### src/rtl/cpu_types_pkg.sv
// Shared types for the multi-core memory arbiter: RAM handshake states,
// request kinds and arbiter FSM states.
package cpu_types_pkg;

    typedef enum logic [1:0] {FREE, BUSY, ACCESS, ERROR} ramstate_t;
    typedef enum logic [1:0] {IRD, DRD, DWR} memreq_t;
    typedef enum logic {IDLE, XFER} arb_state_t;

    function automatic int idx_w(input int n);
        return (n > 1) ? $clog2(n) : 1;
    endfunction

endpackage

### src/rtl/multi_mem_arbiter_rr_arbiter.sv
// Combinational round-robin picker: first requester at or after ptr wins.
module rr_arbiter #(
    parameter int N  = 2,
    parameter int IW = (N > 1) ? $clog2(N) : 1
) (
    input  logic [N-1:0]  req,
    input  logic [IW-1:0] ptr,
    output logic          gnt_valid,
    output logic [IW-1:0] gnt_idx
);

    logic [N-1:0] rot_s;
    logic [IW:0]  sum_s;

    // rotate so bit 0 is the pointer position, then take the lowest set bit
    always_comb begin
        rot_s     = N'({req, req} >> ptr);
        gnt_valid = 1'b0;
        gnt_idx   = '0;
        sum_s     = '0;
        for (int i = N - 1; i >= 0; i--) begin
            if (rot_s[i]) begin
                gnt_valid = 1'b1;
                sum_s     = {1'b0, ptr} + (IW+1)'(i);
                if (sum_s >= (IW+1)'(N)) begin
                    sum_s = sum_s - (IW+1)'(N);
                end else begin
                    sum_s = sum_s;
                end
                gnt_idx = sum_s[IW-1:0];
            end else begin
                gnt_valid = gnt_valid;
            end
        end
    end

endmodule

### src/rtl/multi_mem_arbiter.sv
// Joins CPUS cores' instruction and data ports onto one RAM port. Data beats
// instruction, round-robin within a class, starvation counter forces fetches.
module multi_mem_arbiter
    import cpu_types_pkg::*;
#(
    parameter int CPUS = 2,
    parameter int AW   = 32,
    parameter int DW   = 32,
    parameter int IMAX = 4
) (
    input  logic                     CLK,
    input  logic                     RST,
    input  logic [CPUS-1:0]          iREN,
    input  logic [CPUS-1:0]          dREN,
    input  logic [CPUS-1:0]          dWEN,
    input  logic [CPUS-1:0][AW-1:0]  iaddr,
    input  logic [CPUS-1:0][AW-1:0]  daddr,
    input  logic [CPUS-1:0][DW-1:0]  dstore,
    output logic [CPUS-1:0]          iwait,
    output logic [CPUS-1:0]          dwait,
    output logic [CPUS-1:0][DW-1:0]  iload,
    output logic [CPUS-1:0][DW-1:0]  dload,
    output logic                     ramREN,
    output logic                     ramWEN,
    output logic [AW-1:0]            ramaddr,
    output logic [DW-1:0]            ramstore,
    input  logic [DW-1:0]            ramload,
    input  ramstate_t                ramstate
);

    localparam int IW = idx_w(CPUS);
    localparam int SW = $clog2(IMAX + 1);

    arb_state_t     state_q, state_d;
    logic [IW-1:0]  core_q, core_d, dptr_q, dptr_d, iptr_q, iptr_d;
    memreq_t        type_q, type_d;
    logic [AW-1:0]  addr_q, addr_d;
    logic [DW-1:0]  store_q, store_d;
    logic [SW-1:0]  scnt_q, scnt_d;

    logic           dvalid_s, ivalid_s, pick_i_s, any_req_s, force_i_s;
    logic           still_s, done_s;
    logic [IW-1:0]  didx_s, iidx_s;

    function automatic logic [IW-1:0] next_idx(input logic [IW-1:0] c);
        return (c == IW'(CPUS - 1)) ? '0 : c + IW'(1);
    endfunction

    rr_arbiter #(.N(CPUS), .IW(IW)) u_darb (
        .req(dREN | dWEN), .ptr(dptr_q), .gnt_valid(dvalid_s), .gnt_idx(didx_s)
    );
    rr_arbiter #(.N(CPUS), .IW(IW)) u_iarb (
        .req(iREN), .ptr(iptr_q), .gnt_valid(ivalid_s), .gnt_idx(iidx_s)
    );

    assign force_i_s = (scnt_q == SW'(IMAX));
    assign pick_i_s  = ivalid_s & (force_i_s | ~dvalid_s);
    assign any_req_s = dvalid_s | ivalid_s;

    // state and latch registers
    always_ff @(posedge CLK) begin
        if (RST) begin
            state_q <= IDLE;
            core_q  <= '0;
            type_q  <= IRD;
            addr_q  <= '0;
            store_q <= '0;
            dptr_q  <= '0;
            iptr_q  <= '0;
            scnt_q  <= '0;
        end else begin
            state_q <= state_d;
            core_q  <= core_d;
            type_q  <= type_d;
            addr_q  <= addr_d;
            store_q <= store_d;
            dptr_q  <= dptr_d;
            iptr_q  <= iptr_d;
            scnt_q  <= scnt_d;
        end
    end

    // next state, latched grant, pointers and starvation count
    always_comb begin
        case (type_q)
            IRD:     still_s = iREN[core_q];
            DRD:     still_s = dREN[core_q];
            DWR:     still_s = dWEN[core_q];
            default: still_s = 1'b0;
        endcase
        // a completion in the same cycle as a dropped request still counts
        done_s = (state_q == XFER) && (ramstate == ACCESS) && !RST;

        case (state_q)
            IDLE:    state_d = any_req_s ? XFER : IDLE;
            XFER:    state_d = (ramstate == ACCESS || ramstate == ERROR || !still_s) ? IDLE : XFER;
            default: state_d = IDLE;
        endcase

        core_d  = core_q;
        type_d  = type_q;
        addr_d  = addr_q;
        store_d = store_q;
        if (state_q == IDLE && any_req_s) begin
            if (pick_i_s) begin
                core_d  = iidx_s;
                type_d  = IRD;
                addr_d  = iaddr[iidx_s];
                store_d = '0;
            end else begin
                core_d  = didx_s;
                type_d  = dWEN[didx_s] ? DWR : DRD;
                addr_d  = daddr[didx_s];
                store_d = dstore[didx_s];
            end
        end else begin
            core_d = core_q;
        end

        dptr_d = dptr_q;
        iptr_d = iptr_q;
        if (done_s) begin
            if (type_q == IRD) begin
                iptr_d = next_idx(core_q);
            end else begin
                dptr_d = next_idx(core_q);
            end
        end else begin
            dptr_d = dptr_q;
        end

        if (iREN == '0) begin
            scnt_d = '0;
        end else if (done_s && type_q == IRD) begin
            scnt_d = '0;
        end else if (done_s && !force_i_s) begin
            scnt_d = scnt_q + SW'(1);
        end else begin
            scnt_d = scnt_q;
        end
    end

    // RAM port drive and per-core completion strobes
    always_comb begin
        ramREN   = (state_q == XFER) && (type_q != DWR);
        ramWEN   = (state_q == XFER) && (type_q == DWR);
        ramaddr  = (state_q == XFER) ? addr_q : '0;
        ramstore = (state_q == XFER) ? store_q : '0;
        iwait    = '1;
        dwait    = '1;
        if (done_s) begin
            if (type_q == IRD) begin
                iwait[core_q] = 1'b0;
            end else begin
                dwait[core_q] = 1'b0;
            end
        end else begin
            iwait = '1;
        end
        for (int c = 0; c < CPUS; c++) begin
            iload[c] = ramload;
            dload[c] = ramload;
        end
    end

endmodule
### config.mk
export PLATFORM = sky130hd
export DESIGN_NAME = multi_mem_arbiter
export DESIGN_NICKNAME = d
export VERILOG_FILES = /design/src/rtl/cpu_types_pkg.sv /design/src/rtl/multi_mem_arbiter_rr_arbiter.sv /design/src/rtl/multi_mem_arbiter.sv
export SDC_FILE = /design/constraint.sdc
export NUM_CORES = 1
export LEC_CHECK = 0
export CAP_MARGIN = 20
export CELL_PAD_IN_SITES_DETAIL_PLACEMENT = 2
export CELL_PAD_IN_SITES_GLOBAL_PLACEMENT = 2
export CORE_AREA = 2 2 184 186
export CTS_BUF_LIST = sky130_fd_sc_hd__clkbuf_8
export DETAILED_ROUTE_END_ITERATION = 10
export DIE_AREA = 0 0 186 188
export HOLD_SLACK_MARGIN = 0.06
export PLACE_DENSITY_LB_ADDON = 0.1
export SLEW_MARGIN = 30
export SYNTH_ARGS = -nofsm -noshare
export SYNTH_HDL_FRONTEND = slang
export SYNTH_SLANG_ARGS = --single-unit
### constraint.sdc
create_clock -name CLK -period 2 [get_ports CLK]
set_input_delay 0.2 -clock CLK [delete_from_list [all_inputs] [get_ports CLK]]
set_output_delay 0.2 -clock CLK [all_outputs]
set_load 0.02 [all_outputs]
# Word-level counts from Yosys, hierarchy flattened
# Cells that the tools add are included.
[op_classes]
add_sub_neg = 8
magnitude_cmp = 8
eq_ne = 6
shift = 2
mux = 44
n_bitwise = 8
reduce_logical = 18
[op_table]
columns = ["op", "n"]
rows = [
  ["32-bit two-way mux", 10],
  ["1-bit two-way mux", 25],
  ["2-bit two-way mux", 6],
  ["1-bit logical AND", 8],
  ["4-bit by 1-bit right shift with 2-bit output", 2],
  ["2-bit equality test, second input constant", 3],
  ["1-bit by 2-bit < comparator with 1-bit output, second input constant", 3],
  ["1-bit by 1-bit adder with 2-bit output, second input constant", 2],
  ["1-bit by 2-bit >= comparator with 1-bit output, second input constant", 2],
  ["2-bit >= comparator, second input constant", 2],
  ["2-bit zero test", 2],
  ["2-bit AND reduction", 2],
  ["1-bit subtractor, second input constant", 4],
  ["3-bit by 1-bit adder with 3-bit output, second input constant", 1],
  ["3-bit equality test, second input constant", 1],
  ["1-bit zero test", 3],
  ["1-bit inverter", 3],
  ["1-bit one-hot mux with 3 select lines", 1],
  ["3-bit OR reduction", 1],
  ["2-bit by 1-bit equality test with 1-bit output, second input constant", 1],
  ["1-bit logical OR", 2],
  ["2-bit inequality test, second input constant", 1],
  ["2-bit inverter", 1],
  ["1-bit OR", 2],
  ["6 further kinds", 6],
]
[word_totals]
regBits = 73
wordCells = 102

# Logic depth before layout (Yosys ltp)
# Gate-level depths: netlist of run 1.
[logic_depth]
word_depth = 9
mapped_depth = 9

# Modules after synthesis
# A second synthesis of run 1 with hierarchy kept.
[unflattened]
hier_cells = 703
hier_area_um2 = 5646.7
[by_module_without_submodules]
columns = ["mod", "n_inst", "cells_per_inst", "area_each_um2", "seq_area_each_um2"]
rows = [
  ["multi_mem_arbiter", 1, 697, 5611.6, 1461.4],
  ["rr_arbiter", 2, 3, 17.5, 0.0],
]

# Worst setup path after synthesis of run 1
# No wires, ideal clock.
[synth_path]
path_kind = "register to register"
startpoint = "register scnt_q[0]"
endpoint = "register store_q[0]"
t_arrival_ns = 1.751
required_time_ns = 1.932
slack_ns = 0.181
path_stages_with_launch = 10
period_less_slack_ns = 1.819
cell_sequence = "dfxtp_1 -> inv_1 -> ha_1 -> and2_1 -> a211o_1 -> buf_2 -> or2_1 -> buf_6 -> buf_6 -> o2bb2ai_2"
[synth_between]
elab_chain_len = 4
[synth_rtl]
columns = ["element", "line_no", "rtl"]
rows = [
  ["from (decl)", "multi_mem_arbiter.sv:39", "logic [SW-1:0] scnt_q, scnt_d;"],
  ["from (signal assigned)", "multi_mem_arbiter.sv:79", "scnt_q <= scnt_d;"],
  ["3-bit equality test", "multi_mem_arbiter.sv:56", "assign force_i_s = (scnt_q == SW'(IMAX));"],
  ["1-bit OR", "multi_mem_arbiter.sv:57", "assign pick_i_s = ivalid_s & (force_i_s | ~dvalid_s);"],
  ["1-bit AND", "multi_mem_arbiter.sv:57", ""],
  ["32-bit two-way mux", "multi_mem_arbiter.sv:105", "if (pick_i_s) begin"],
  ["to (signal assigned)", "multi_mem_arbiter.sv:76", "store_q <= store_d;"],
  ["to (decl)", "multi_mem_arbiter.sv:38", "logic [DW-1:0] store_q, store_d;"],
]
# No other way between the ends.
# A chain may end at the register's enable or synchronous reset.

# Worst setup path after layout of run 1
[layout_path]
startpoint = "register scnt_q[0]"
endpoint = "register store_q[13]"
# Same word-level chain as after synthesis.

==> results of run 1 <==
[kinds of logic (layout without fill, tap and decap cells)]
family,Yosys count,after routing
AOI/OAI and AO/OA,213,213
buffers and inverters,197,350
other,0,3
DFF,73,73
adders and majority gates,2,2
xor gates and xnor gates,2,2
muxes,34,34
and+or+nand+nor,193,193
[routing by layer]
layer  wire (microns)  part of all wire
met2            11100              0.45
met3             2460              0.10
met5               53            0.0022
met1            10700              0.44
met4              164            0.0067
[power by group through the flow]
stage | registers [W] | logic [W] | clock network, W
2_1_floorplan | 0.00167 | 0.00106 | 0
5_1_grt | 0.00168 | 0.00166 | 0.00173
6_report | 0.00166 | 0.00152 | 0.00159
3_5_place_dp | 0.00170 | 0.00157 | 0
4_1_cts | 0.00166 | 0.00154 | 0.00168
3_3_place_gp | 0.00169 | 0.00154 | 0
[worst max-delay path by stage]
stage,startpoint,end,slack (ns),cells past startpoint
after CTS,state_q,ramstore[1],0.0009,3
after global placement,dREN[1],addr_q[30],-0.16,7
final,scnt_q[0],store_q[13],0.08,8
after global routing,state_q,ramstore[7],0.001,3
after detailed placement,dREN[1],addr_q[30],-0.18,7
after floorplan,scnt_q[0],store_q[0],0.18,9
[layout by cell type, fill, tap and decap left out, types with 2 or more instances in the layout]
master | netlist | routed
o2bb2ai_2 | 10 | 12
buf_4 | 128 | 45
dfxtp_1 | 73 | 69
mux2i_1 | 34 | 34
buf_12 | 0 | 12
and3_1 | 64 | 64
a211oi_2 | 0 | 2
o21ai_0 | 34 | 33
nor2_1 | 41 | 40
nor4_1 | 3 | 3
and2_1 | 65 | 65
inv_6 | 0 | 2
inv_1 | 5 | 6
or2_4 | 1 | 2
a21boi_0 | 64 | 64
clkdlybuf4s50_1 | 0 | 203
o2bb2ai_1 | 22 | 20
dlygate4sd2_1 | 0 | 48
clkbuf_8 | 0 | 9
nand2_1 | 7 | 6
ha_1 | 2 | 2
diode_2 | 0 | 3
a211oi_1 | 34 | 32
bufinv_16 | 0 | 4
a2bb2oi_1 | 2 | 2
o31ai_1 | 32 | 32
dfxtp_2 | 0 | 4
buf_2 | 13 | 2
dlymetal6s2s_1 | 0 | 16
a21oi_1 | 5 | 4
[area by class of cell]
| type | count | area, sq um | area share |
|---|---|---|---|
| timing repair buffer | 329 | 3290 | 0.375 |
| multi-input combinational | 444 | 3170 | 0.361 |
| sequential | 73 | 1470 | 0.167 |
| tap | 448 | 561 | 0.0638 |
| clock inverter | 7 | 141 | 0.0161 |
| clock buffer | 9 | 124 | 0.0141 |
| inverter | 5 | 18.8 | 0.00214 |
| antenna | 3 | 7.51 | 0.000855 |
[flip-flops by register name (all words and copies together) (netlist names)]
name,flops
dptr_q,1
state_q,1
iptr_q,1
core_q,1
store_q,32
addr_q,32
type_q,2
scnt_q,3
[tightest hold or removal path, delay by kind of cell]
family | cells | cell delay [ns]
AND/OR/NAND/NOR | 3 | 0.23
XOR/XNOR | 1 | 0.14
buffers and inverters | 1 | 0.10
[per-stage QoR]
step                power, W   util
global placement     0.00323  0.255
global route         0.00508  0.265
finish               0.00477  0.265
detailed placement   0.00327  0.255
CTS                  0.00489  0.262
floorplan            0.00272      -
[timing repair]
item                                    CTS  global route
hold buffers                              0             0
gates resized for setup                  53            24
gates cloned                              0             1
setup buffers                             3             0
endpoints found under the setup margin   61            44
pin swaps                                 0             4
==> results.yml, run 1 <==
status:
  outcome: "completed"
timing:
  clock.fmax_ghz: 0.521
  hold_ws_ns: 0.370
  clock_skew_ns: 0.0163
  slew_headroom: 0.615
  setup_viol: 0
  tightest_slew_ns: 0.578
  maxSlewViolCount: 0
  period_needed_ns: 1.92
  hold_viol_final: 0
  setup_tns_ns: 0
  worst_slack_ns: 0.0808
  grt_setup_unrepaired: "false"
  finalCritPeriodShare: 0.960
worst_setup_path:
  worst-path-max-fanout: 16
  cp_num_buf_inv: 3
  critPathSlowestCell: "dfxtp_1"
  crit_type: "reg -> reg"
  worstPathCellList: "inv_1, ha_1, and2_1, a211o_1, buf_4, or2_4, clkbuf_16, o2bb2ai_1"
  r2r_end: "store_q[13]"
  end_kind: "flip-flop"
  r2r_cells: 8
  crit_arrival_ns: 2.22
  required_ns: 2.30
  max_stage_delay_ns: 0.34
  startpoint_type: "flip-flop"
  rrSetupSlack_ns: 0.08
  r2r-start: "scnt_q[0]"
  cpLargestDelayFamily: "compound AO/OA/AOI/OAI gates"
finish:
  area_growth_pct: 50.5
  drive_gt1_frac: 0.121
  n_fill_cell: 3761
  final_area_sq_mm: 0.00878
  fin_nets: 1098
  fin_cells: 1318
hold_path:
  timing.hold.worst_path_depth: 5
  hold_end: "scnt_q[0]"
  hold_path_class: "in -> reg"
  holdCritStartpoint: "RST"
clock_network:
  cts_sinks: 73
  clockBufferDepth: 2
  insertion_delay_ns: 0.36
  cts_tree: "yes"
  cts_root_buf: "clkbuf_8"
  cts-buffers-inserted: 9
  clk_pin_slew_ns: 0.09
  h-tree-depth: 3
synth:
  netlist_top_cells_area: "dfxtp_1, buf_4, a21boi_0"
  synth_top_cell_area_share: 0.250
  syn_inst: 714
  synth_seq_cells: 73
  synth.most_common_cell: "buf_4"
  synth_simple_gate_area_frac: 0.190
  yosysWarnings: 0
  synth_mux_area_frac: 0.0583
  yosysSeqAreaShare: 0.250
  synth_cell_types: 43
  netlist_area_sq_mm: 0.00584
  syn_nets: 950
  synth_compound_area_frac: 0.277
  synth_top_family_by_area: "compound AO/OA/AOI/OAI gates"
  avgSynthCellArea_sq_um: 8.17
  synthTopCellsByCount: "buf_4, dfxtp_1, and2_1"
  synth_xor_area_frac: 0.00300
  synth_fa_ha_area_frac: 0.00429
  synthArstFlopShare: 0
  synth_edf_count: 0
  ys.flop_type: "dfxtp_1"
  yosysTopAreaCell: "dfxtp_1"
place:
  placed_area_sq_mm: 0.00844
  port_buffers: 271
  dp_slack_ns: -0.178
  dp_cells: 1295
  gp_congestion: 0.722
  hpwl_microns: 19100
drt:
  viasPerCell: 4.21
  vias: 5546
  drt.antenna.violating_nets: 0
  drt_iter0_markers: 100
  dr.pass1.iters: 4
  wl_per_cell_microns: 18.6
  routed_wl_microns: 24500
  drc_errors: 0
global_routing:
  grt.busiest_layer: "met2"
  grt_util_met2: 0.227
  grt_max_degree: 62
  use_met1: 0.164
  gr-total-overflow: 0
  grt_pass1_vias: 6219
  antenna_found_initial: 7
  grt_pass1_wl_microns: 36200
  use_met3: 0.0592
  grt_util_all_layers: 0.136
die:
  core_area_sq_mm: 0.0331
  dieHeight_microns: 188
  initial_utilization: 0.176
  die_w_microns: 186
  fp.dieArea_sq_mm: 0.0350
  ioPinCount: 432
  num_rows: 67
power:
  p_per_area_mw_per_mm2: 544
  p_sw_w: 0.00141
  p_seq_frac: 0.348
  swShare: 0.295
  p_leak_nw: 4.03
  ir_drop_mv: 0.399
  cell_internal_pwr_w: 0.00337
  p_comb_frac: 0.318
  p_clk_frac: 0.334
job:
  max_cap_violations: 0
Power figures use the tool's default switching activity.
==> run 2: changes to the inputs <==
CELL_PAD_IN_SITES_DETAIL_PLACEMENT = 1   (was 2)
CELL_PAD_IN_SITES_GLOBAL_PLACEMENT = 1   (was 2)
CORE_AREA = 2 2 169 171   (was 2 2 184 186)
CTS_CLUSTER_DIAMETER = 100   (was default)
DIE_AREA = 0 0 171 173   (was 0 0 186 188)
==> run 2 against run 1 <==
- flip-flop and latch count is the same
- die area shrank 15%
- total power shrank 3.7%
- clock power shrank 8%
- largest power group unchanged
- register-to-register slack is essentially flat
- via count shrank 1.1%
- first-iteration DRC count grew 40%
- sequential power is essentially flat
==> results.yml, run 2 (synthesis results as in run 1) <==
timing:
  maxSlewViolCount: 0
  setup_tns_ns: 0
  clock_skew_ns: 0.0185
  slew_headroom: 0.734
  period_needed_ns: 1.91
  grt_setup_unrepaired: "false"
  hold_viol_final: 0
  tightest_slew_ns: 0.398
  clock.fmax_ghz: 0.524
  setup_viol: 0
  finalCritPeriodShare: 0.955
finish:
  fin_cells: 1231
  largest_registers: "addr_q x32, store_q x32, scnt_q x3"
  regArea_sq_mm: 0.00147
  area_growth_pct: 47.8
  final_common_cell: "clkdlybuf4s50_1"
  n_fill_cell: 3203
  multiInputGateArea_sq_mm: 0.00319
  drive_gt1_frac: 0.107
  layout_common_cells: "clkdlybuf4s50_1, dfxtp_1, and2_1"
  diodes: 0
  fin_nets: 1084
place:
  dp_cells: 1212
  port_buffers: 271
  hpwl_microns: 17000
  gp_congestion: 0.759
clock_network:
  cts_tree: "yes"
  clockBufferDepth: 2
  cts-buffers-inserted: 9
  cts_hold_buf: 0
  insertion_delay_ns: 0.36
  cts_root_buf: "clkbuf_8"
  cts_sinks: 73
  h-tree-depth: 3
  clk_pin_slew_ns: 0.09
status:
  outcome: "completed"
worst_setup_path:
  r2r-start: "scnt_q[0]"
  worst-path-max-fanout: 16
  r2r_end: "store_q[28]"
  r2r_cells: 8
  end_kind: "flip-flop"
  startpoint_type: "flip-flop"
  required_ns: 2.29
  crit_type: "reg -> reg"
  rrSetupSlack_ns: 0.09
  crit_arrival_ns: 2.20
power:
  p_per_area_mw_per_mm2: 533
  ir_drop_mv: 0.225
  p_leak_nw: 4.15
global_routing:
  grt_pass1_wl_microns: 32800
  grt_util_all_layers: 0.142
  gr-total-overflow: 0
  grt_pass1_vias: 5985
  grt_max_degree: 45
  antenna_found_initial: 1
drt:
  routed_wl_microns: 22100
  drt_iter0_markers: 140
  viasPerCell: 4.45
  drt.antenna.violating_nets: 0
  wl_per_cell_microns: 17.9
  dr.pass1.iters: 4
  drc_errors: 0
  vias: 5483
die:
  core_area_sq_mm: 0.0276
  num_rows: 61
  dieHeight_microns: 173
  die_w_microns: 171
  ioPinCount: 432
  initial_utilization: 0.211
  fp.dieArea_sq_mm: 0.0296
hold_path:
  timing.hold.worst_path_depth: 3
  hold_end: "addr_q[6]"
  holdCritStartpoint: "RST"
  hold_path_class: "in -> reg"
job:
  max_cap_violations: 0
-- run 2: metal layers --
| layer | routed length, microns | share of wire | GRT usage |
|---|---|---|---|
| met5 | 13 | 0.00059 | 0 |
| met4 | 259 | 0.012 | 0.0350 |
| met3 | 2150 | 0.097 | 0.0568 |
| met2 | 10400 | 0.47 | 0.243 |
| met1 | 9290 | 0.42 | 0.163 |
-- run 2: area by class of cell --
cell class / count / share of cell area
multi-input cells: 444 / 0.369
well taps: 378 / 0.0548
clock buffers: 9 / 0.0144
inverters: 5 / 0.00218
clock inverters: 7 / 0.0135
flip-flops and latches: 73 / 0.170
repair buffers: 315 / 0.376
-- run 2: worst max-delay path by stage --
stage	cells after the start	end	start
after floorplan	9	store_q[0]	scnt_q[0]
after global placement	6	addr_q[16]	dREN[1]
after detailed placement	7	store_q[28]	dREN[1]
after CTS	3	ramaddr[19]	state_q
after global routing	3	ramstore[6]	state_q
final	8	store_q[28]	scnt_q[0]
-- run 2: where the power goes --
| group | internal, W | switching [W] |
|---|---|---|
| clock network | 0.000832 | 0.000625 |
| registers | 0.00159 | 0.0000729 |
| logic | 0.000810 | 0.000670 |
| total | 0.00323 | 0.00137 |
-- run 2: per-stage QoR --
| step | utilization | hold WS, ns | power [W] | worst slack, ns | cell area [sq um] |
|---|---|---|---|---|---|
| finish | 0.312 | 0.308 | 0.00460 | 0.0901 | 8630 |
| global placement | 0.299 | 0.400 | 0.00318 | -0.0344 | 8250 |
| detailed placement | 0.299 | 0.400 | 0.00320 | -0.0723 | 8250 |
| global route | 0.312 | 0.315 | 0.00488 | 0.00194 | 8630 |
| floorplan | - | 0.375 | 0.00272 | 0.181 | 5840 |
| CTS | 0.306 | 0.294 | 0.00469 | 0.000779 | 8460 |
-- run 2: what timing repair did --
item                       CTS  global route
setup endpoints to repair   71            63
gates cloned                 0             2
resized for setup           36            40
pin swaps                    1             1
setup buffers                0             1
-- run 2: worst max-delay path: stages (launching register included) --
cell,delay [ns]
dfxtp_1,0.33
inv_1,0.07
ha_1,0.21
and2_1,0.19
a211o_1,0.32
buf_4,0.16
or2_4,0.27
buf_12,0.16
o2bb2ai_1,0.15
==> run 3: changes to the inputs <==
CTS_CLUSTER_DIAMETER = 50   (was 100)
PLACE_DENSITY = 0.83   (was default)
PLACE_DENSITY_LB_ADDON = default   (was 0.1)
==> run 3 against run 2 <==
- final cell count up 1.1%
- via count up 2.3%
- setup slack worse by 0.0032 ns
- core utilization about the same
- sequential share of layout area about the same
- sequential power about the same
- die area unchanged
- clock skew down 0.0066 ns
- maximum frequency down 0.17%
- clock power down 14%
==> results.yml, run 3 (synthesis results as in run 1) <==
status:
  outcome: "completed"
global_routing:
  grt_pass1_vias: 5855
  use_met1: 0.156
  use_met3: 0.0426
  gr-total-overflow: 0
  grt_max_degree: 56
  grt_pass1_wl_microns: 32800
  grt_util_met2: 0.265
  grt_util_all_layers: 0.144
  antenna_found_initial: 1
  grt.busiest_layer: "met2"
drt:
  drt.antenna.violating_nets: 0
  vias: 5610
  drt_iter0_markers: 196
  viasPerCell: 4.51
  routed_wl_microns: 22500
  wl_per_cell_microns: 18.1
  dr.pass1.iters: 4
  drc_errors: 0
die:
  dieHeight_microns: 173
  core_area_sq_mm: 0.0276
  num_rows: 61
  die_w_microns: 171
  ioPinCount: 432
  initial_utilization: 0.211
  fp.dieArea_sq_mm: 0.0296
timing:
  hold_viol_final: 0
  hold_ws_ns: 0.348
  finalCritPeriodShare: 0.957
  tightest_slew_ns: 0.554
  slew_headroom: 0.631
  period_needed_ns: 1.91
  maxSlewViolCount: 0
  clock.fmax_ghz: 0.523
  setup_viol: 0
  clock_skew_ns: 0.0120
clock_network:
  cts_sinks: 73
  cts_tree: "yes"
  cts_root_buf: "clkbuf_8"
  insertion_delay_ns: 0.36
  clockBufferDepth: 2
  cts_hold_buf: 0
  h-tree-depth: 3
  cts-buffers-inserted: 9
  clk_pin_slew_ns: 0.09
finish:
  multiInputGateArea_sq_mm: 0.00315
  drive_gt1_frac: 0.114
  layout_common_cells: "clkdlybuf4s50_1, dfxtp_1, and2_1"
  regArea_sq_mm: 0.00147
  diodes: 0
  final_common_cell: "clkdlybuf4s50_1"
  largest_registers: "addr_q x32, store_q x32, scnt_q x3"
  fin_cells: 1245
  fin_nets: 1098
  final_area_sq_mm: 0.00862
  area_growth_pct: 47.7
  n_fill_cell: 3303
power:
  p_leak_nw: 3.89
  ir_drop_mv: 0.253
  total_power_w: 0.00443
  p_per_area_mw_per_mm2: 514
worst_setup_path:
  required_ns: 1.80
  end_kind: "output port"
  startpoint_type: "flip-flop"
  crit_arrival_ns: 1.71
  r2r_cells: 7
  worst-path-max-fanout: 23
  crit_type: "reg -> out"
place:
  gp_congestion: 0.733
  hpwl_microns: 17600
  dp_cells: 1226
  port_buffers: 271
  placed_area_sq_mm: 0.00839
job:
  max_cap_violations: 0
hold_path:
  hold_path_class: "in -> reg"
  timing.hold.worst_path_depth: 5
==> run 3: per-layer routing <==
metal	part of all wire	up-vias
li1	-	2697
met1	0.40	2623
met2	0.50	234
met3	0.082	54
met4	0.025	2
met5	0.00058	-
==> run 3: where the power goes <==
part | switching [W] | internal, W
clock | 0.000670 | 0.000588
sequential | 0.0000740 | 0.00159
combinational | 0.000673 | 0.000836
total | 0.00142 | 0.00301
==> run 3: area by class of cell <==
class | instances | share of cell area
Tap cell | 378 | 0.0549
Inverter | 5 | 0.00218
Multi-Input combinational cell | 444 | 0.365
Timing Repair Buffer | 329 | 0.384
Clock buffer | 9 | 0.0144
Sequential cell | 73 | 0.170
Clock inverter | 7 | 0.00900
==> run 3: path summary, 6_finish.rpt <==
kind / slack, ns / startpoint / end
worst min-delay path: 0.35 / RST / scnt_q[0]
worst max register to register: 0.10 / scnt_q[1] / store_q[12]
worst min register to register: 0.46 / store_q[21] / store_q[21]
worst max-delay path: 0.09 / state_q / ramstore[10]
==> run 3: metrics by stage <==
stage / util / setup WS, ns / setup TNS, ns
floorplan: - / 0.181 / 0
finish: 0.312 / 0.0869 / 0
CTS: 0.311 / 0.0114 / 0
detailed placement: 0.304 / -0.0863 / -0.575
global route: 0.312 / -0.0443 / -0.0640
global placement: 0.304 / -0.0984 / -0.371
==> run 3: repair_timing <==
item | in CTS | in global routing
gates resized for setup | 45 | 15
gates cloned | 1 | 0
buffers inserted | 2 | 0
endpoints found under the setup margin | 69 | 41
pin swaps | 0 | 1
endpoints found under the hold margin | 0 | 0
==> run 3: worst max-delay path, stage by stage, from the launching register on <==
cell	delay [ns]
dfxtp_4	0.43
buf_12	0.18
and2_1	0.14
clkdlybuf4s50_1	0.60
